File: src/rtl/tick_count_writer.sv
// Emits one ASCII line per accepted timer tick: BCD message counter MSD first, then CR LF.
// Valid/ready byte stream; the counter advances once per completed line.
module tick_count_writer #(
  parameter int DIGITS    = 4,
  parameter int SEND_CRLF = 1
) (
  input  logic                  clki,
  input  logic                  rst,
  input  logic                  tick,
  output logic [7:0]            data,
  output logic                  valid,
  input  logic                  ready,
  output logic                  busy,
  output logic                  overrun,
  output logic [4*DIGITS-1:0]   count_bcd
);

  localparam int             IW      = (DIGITS > 1) ? $clog2(DIGITS) : 1;
  localparam logic [IW-1:0]  IDX_TOP = IW'(DIGITS - 1);

  typedef enum logic [2:0] {
    S_IDLE,
    S_DIGIT,
    S_CR,
    S_LF,
    S_INCR
  } state_t;

  state_t               state;
  logic [4*DIGITS-1:0]  shadow;
  logic [4*DIGITS-1:0]  shadow_sh;
  logic [4*DIGITS-1:0]  count_inc;
  logic [IW-1:0]        idx;
  logic                 carry;
  logic                 accept;

  assign accept = valid && ready;

  // The shadow is shifted left per accepted digit so the next digit is always the top nibble.
  assign shadow_sh = shadow << 4;

  always_comb begin
    count_inc = count_bcd;
    carry     = 1'b1;
    for (int i = 0; i < DIGITS; i++) begin
      if (carry) begin
        if (count_bcd[4*i +: 4] == 4'd9) begin
          count_inc[4*i +: 4] = 4'd0;
        end else begin
          count_inc[4*i +: 4] = count_bcd[4*i +: 4] + 4'd1;
          carry               = 1'b0;
        end
      end
    end
  end

  always_ff @(posedge clki) begin
    if (rst) begin
      state     <= S_IDLE;
      shadow    <= '0;
      idx       <= '0;
      data      <= 8'h00;
      valid     <= 1'b0;
      busy      <= 1'b0;
      overrun   <= 1'b0;
      count_bcd <= '0;
    end else begin
      overrun <= tick && (state != S_IDLE);
      case (state)
        S_IDLE: begin
          if (tick) begin
            shadow <= count_bcd;
            idx    <= IDX_TOP;
            data   <= {4'h3, count_bcd[4*DIGITS-1 -: 4]};
            valid  <= 1'b1;
            busy   <= 1'b1;
            state  <= S_DIGIT;
          end
        end
        S_DIGIT: begin
          if (accept) begin
            if (idx == '0) begin
              if (SEND_CRLF != 0) begin
                data  <= 8'h0D;
                state <= S_CR;
              end else begin
                valid <= 1'b0;
                state <= S_INCR;
              end
            end else begin
              idx    <= idx - IW'(1);
              shadow <= shadow_sh;
              data   <= {4'h3, shadow_sh[4*DIGITS-1 -: 4]};
            end
          end
        end
        S_CR: begin
          if (accept) begin
            data  <= 8'h0A;
            state <= S_LF;
          end
        end
        S_LF: begin
          if (accept) begin
            valid <= 1'b0;
            state <= S_INCR;
          end
        end
        S_INCR: begin
          count_bcd <= count_inc;
          busy      <= 1'b0;
          state     <= S_IDLE;
        end
        default: begin
          valid <= 1'b0;
          busy  <= 1'b0;
          state <= S_IDLE;
        end
      endcase
    end
  end

endmodule
File: config.mk
export PLATFORM = sky130hd
export DESIGN_NAME = tick_count_writer
export DESIGN_NICKNAME = d
export VERILOG_FILES = /design/src/rtl/tick_count_writer.sv
export SDC_FILE = /design/constraint.sdc
export NUM_CORES = 1
export LEC_CHECK = 0
export ABC_CLOCK_PERIOD_IN_PS = 2000
export CORE_MARGIN = 5
export CORE_UTILIZATION = 30
export CTS_CLUSTER_DIAMETER = 100
export DETAILED_ROUTE_END_ITERATION = 12
export MAX_ROUTING_LAYER = met4
export PLACE_DENSITY = 0.55
export REMOVE_ABC_BUFFERS = 1
export SYNTH_ARGS = -nofsm -noshare
export SYNTH_HDL_FRONTEND = slang
export SYNTH_SLANG_ARGS = --single-unit
File: constraint.sdc
create_clock -name clki -period 2 [get_ports clki]
set_clock_uncertainty 0.1 [all_clocks]
set_input_delay 0.2 -clock clki [delete_from_list [all_inputs] [get_ports clki]]
set_output_delay 0.2 -clock clki [all_outputs]
set_load 0.05 [all_outputs]
**Word-level counts from Yosys, hierarchy flattened**

Index checks and enable logic that the tools add are counted.

- Add/sub/neg operators: 5
- Eq/ne operators: 14
- Multiplexer cells: 32
- Bitwise gates (word level): 2
- Reduce and logical (&&, ||, !) cells: 17

Operators with widths:

| kind | count |
|---|---|
| $mux 12 | 3 |
| $mux 8 | 3 |
| $pmux 12 s2 | 1 |
| $pmux 8 s3 | 1 |
| $add 4x1->4 const B | 4 |
| $eq 4x4->1 const B | 4 |
| $mux 4 | 4 |
| $mux 3 | 5 |
| $ne 2x2->1 const B | 6 |
| $pmux 3 s4 | 1 |
| $reduce_and 2->1 | 4 |
| $reduce_and 4->1 | 2 |
| $mux 1 | 7 |
| $eq 3x2->1 const B | 2 |
| $mux 2 | 3 |
| $mux 6 | 1 |
| $reduce_bool 3->1 | 2 |
| $reduce_or 3->1 | 2 |
| $reduce_and 5->1 | 1 |
| $pmux 2 s2 | 1 |
| $eq 3x1->1 const B | 1 |
| $eq 3x3->1 const B | 1 |
| $logic_not 3->1 | 1 |
| $pmux 1 s3 | 1 |
| other kinds (7) | 9 |

- Bits in registers: 44
- Word-level logic and storage cells: 81

**Depth between registers and ports, before layout**

- Word-level depth: 5
- Depth in mapped cells: 7
- Gate-level depth less buffers: 6

**Worst setup path after synthesis**

No wires, ideal clock.

- Kind: register -> register
- Start point: register count_bcd[3]
- End point: register count_bcd[13]
- Setup time: 0.068 ns
- Data arrival time: 1.644 ns
- Data required time: 1.832 ns
- Path slack: 0.188 ns
- Stages on the path, launching flop included: 6
- Path buffers: 1
- Period minus slack after synthesis: 1.812 ns
- Cell sequence: dfxtp_1 -> and4bb_1 -> buf_4 -> nand4_4 -> or3_1 -> a21oi_2

- Cells in the longest elaborated chain, start to end: 5

RTL lines:

| item | RTL line | text |
|---|---|---|
| from (decl) | 15 | `output logic [4*DIGITS-1:0] count_bcd` |
| from (signal assigned) | 110 | `count_bcd <= count_inc;` |
| $eq 4x4->1 | 47 | `if (count_bcd[4*i +: 4] == 4'd9) begin` |
| $mux 1 | 47 |  |
| $mux 1 (2 in series) | 46 | `if (carry) begin` |
| $reduce_and 2->1 (no source line) | n/a |  |

No other way between the ends.
A chain may end at the register's enable or synchronous reset.

**Worst setup path after layout**

- Start point: register count_bcd[10]
- End point: output count_bcd[10]

No word-level cell between the ends.

==> flow_metrics.py <==
metrics = {
    "outcome": {
        "status": "finished, final reports clean",
    },
    "logic_synthesis": {
        "syn_inst": 243,
        "seq_area_frac_synth_pct": 40.1,
        "avgSynthCellArea_sq_um": 8.41,
        "synth_area_sq_um": 2040,
        "synth-edff-count": 0,
        "ys_warn_count": 0,
        "ys_ff_latch": 41,
        "async_reset_ff_share_pct": 0,
        "yosys.area.top_type": "dfxtp_1",
        "synth_area_leaders": "dfxtp_1 40%, nor2_1 5.1%, a21oi_1 4.9%",
        "synth_flop_cell": "dfxtp_1",
        "synth.distinct_cells": 44,
        "yosysTopAreaCellShare_pct": 40.1,
    },
    "worst_setup_path": {
        "path_class": "register to output port",
        "crit_path_start_kind": "register",
        "r2r_cells": 4,
        "cp.depth": 1,
        "crit_buf_inv": 1,
        "r2r-start": "state[0]",
        "crit_end": "count_bcd[10]",
        "max_stage_delay_ns": 0.86,
        "path_delay_family": "buffers and inverters",
        "reg2reg_slack_ns": 0.24,
        "worstSetupEndpointType": "output port",
        "crit_path_max_fanout": 8,
        "crit_slowest_cell": "clkdlybuf4s50_1",
        "crit_required_ns": 1.70,
        "cp_cell_sequence": "clkdlybuf4s50_1",
        "reg2reg_to": "count_bcd[9]",
        "critPathLaunch": "count_bcd[10]",
        "worstPathArrival_ns": 1.62,
    },
    "global_routing": {
        "grt_max_degree": 42,
        "grt_pass1_wl_um": 8230,
        "grt_pass1_vias": 1790,
        "grt.total_usage_pct": 12.1,
        "antenna_found_initial": 0,
        "overflow": 0,
    },
    "layout": {
        "layout_common_cells": "41 x dfxtp_1, 28 x nor2_1, 26 x clkdlybuf4s50_1",
        "area_growth_pct": 22.3,
        "fin_nets": 276,
        "num_antenna_cells": 0,
        "post-route-cell-area_sq_um": 2500,
        "drive_above_1_share_pct": 8.82,
        "mostFrequentLayoutCell": "dfxtp_1",
    },
    "die": {
        "initial_utilization_pct": 30.4,
        "die_w_um": 92.6,
        "die_area_sq_um": 8570,
        "core.rowCount": 30,
        "chipHeight_um": 92.6,
        "core_sq_um": 6720,
        "io-pin-count": 31,
    },
    "route": {
        "drtAntennaViolNets": 0,
        "routedWlPerCell_um": 13.0,
        "drc": 0,
        "vias_per_cell": 4.99,
        "vias": 1756,
        "detail_route.iter0.violations": 82,
        "routed_wl_um": 4570,
        "drtPass1Iterations": 4,
    },
    "sta": {
        "finalCritPeriodShare_pct": 95.8,
        "setup_viol": 0,
        "setup_tns_ns": 0,
        "relSlewSlack_pct": 66.3,
        "drv_slew": 0,
        "fmax_mhz": 522,
        "hold_violations": 0,
        "rsz0062_at_grt": "false",
        "min_period_ns": 1.92,
        "tightest_slew_ns": 0.504,
    },
    "place": {
        "portBuffers": 28,
        "place_area_sq_um": 2420,
        "hpwl_um": 3100,
        "gp_congestion": 0.730,
    },
    "pwr": {
        "max-vdd-ir-drop_v": 0.000232,
        "leakagePower_uw": 0.000872,
        "p_per_area_nw_per_um2": 693,
    },
    "clock_tree": {
        "cts_tree": "yes",
        "htreeDepth": 2,
        "clock-root-buffer": "clkbuf_8",
        "cts.sinks": 41,
        "clk_pin_slew_ns": 0.08,
        "cts_made_buffers": 5,
        "cts_max_path_buffers": 2,
        "clock_latency_ns": 0.29,
    },
    "flow_run": {
        "drv_cap": 0,
    },
    "hold_path": {
        "hp-class": "register to register",
    },
}
-- synth_stat cells (3+ instances only) --
cell and number:
a211oi_1 4, a21oi_1 20, a311oi_1 9, and4b_1 3
buf_2 5, buf_4 5, buf_6 3, clkbuf_1 6
dfxtp_1 41, inv_1 9, nand2_1 19, nand2b_1 8
nand3_1 16, nand4b_1 3, nor2_1 28, nor2b_1 7
nor3_1 6, nor3b_1 5, o21ai_0 6, or3_1 5
xor2_1 5
-- worst register-to-register path: stages, from the launching register on --
cell and delay, ns:
dfxtp_1 0.43, and4bb_4 0.53, nand3_1 0.14, or3_1 0.38, a21oi_2 0.12
-- final cells by class --
type | instances | area [sq um]
clock buffer | 8 | 80.1
multi-input combinational | 174 | 1070
tap | 80 | 100
sequential | 41 | 821
timing repair buffer | 40 | 395
inverter | 9 | 33.8
fill | 703 | 4220
-- report_power, final --
part           switching [uW]  total, uW  internal (uW)
clock network             270        519            248
registers                29.9        885            856
logic                     199        328            129
-- how the worst min path moves through the flow --
stage	start	endpoint	slack, ns	cells past startpoint
floorplan	rst	count_bcd[13]	0.16	1
global placement	data[1]	data[1]	0.35	2
detailed placement	data[1]	data[1]	0.35	2
CTS	data[1]	data[1]	0.36	2
global route	idx[0]	idx[0]	0.39	1
finish	data[3]	data[3]	0.37	2
-- routing by layer --
metal	vias to the layer above	track usage, %	routed length, um
met5	-	-	0
met4	0	4.21	57
met3	6	3.09	180
met2	32	18.6	1920
met1	798	15.4	2410
li1	920	-	-
-- sequential cells by signal, indices dropped and copies added (netlist names) --
signal / flops
data: 5
state: 3
count_bcd: 16
idx: 2
valid: 1
busy: 1
shadow: 12
overrun: 1
-- stage by stage --
step	total power (uW)	cells	setup WS (ns)	util, %	hold WS, ns
2_1_floorplan	1100	224	0.119	-	0.162
3_3_place_gp	1230	344	0.148	36.0	0.351
3_5_place_dp	1240	344	0.150	36.0	0.350
4_1_cts	1770	352	0.0375	37.2	0.361
5_1_grt	1830	352	0.00743	37.2	0.395
6_report	1730	352	0.0847	37.2	0.367
-- timing repair --
| item | CTS | global route |
|---|---|---|
| hold endpoints to repair | 0 | 0 |
| gates resized for setup | 0 | 1 |
| setup endpoints to repair | 0 | 1 |
| hold buffers | 0 | 0 |
| buffers inserted | 0 | 0 |
-- logic make-up (layout without fill, tap and decap cells) --
family	after synthesis	after routing	synth area share, %
AND/OR/NAND/NOR	109	109	29.7
multiplexers	2	2	0.979
AO/OA/AOI/OAI	53	53	17.7
flip-flops	41	41	40.1
other	1	2	0.183
buffers and inverters	29	57	7.71
adder cells (fa/ha/maj)	1	1	0.612
XOR/XNOR	7	7	3.00
(Power assumes the default switching activity.)
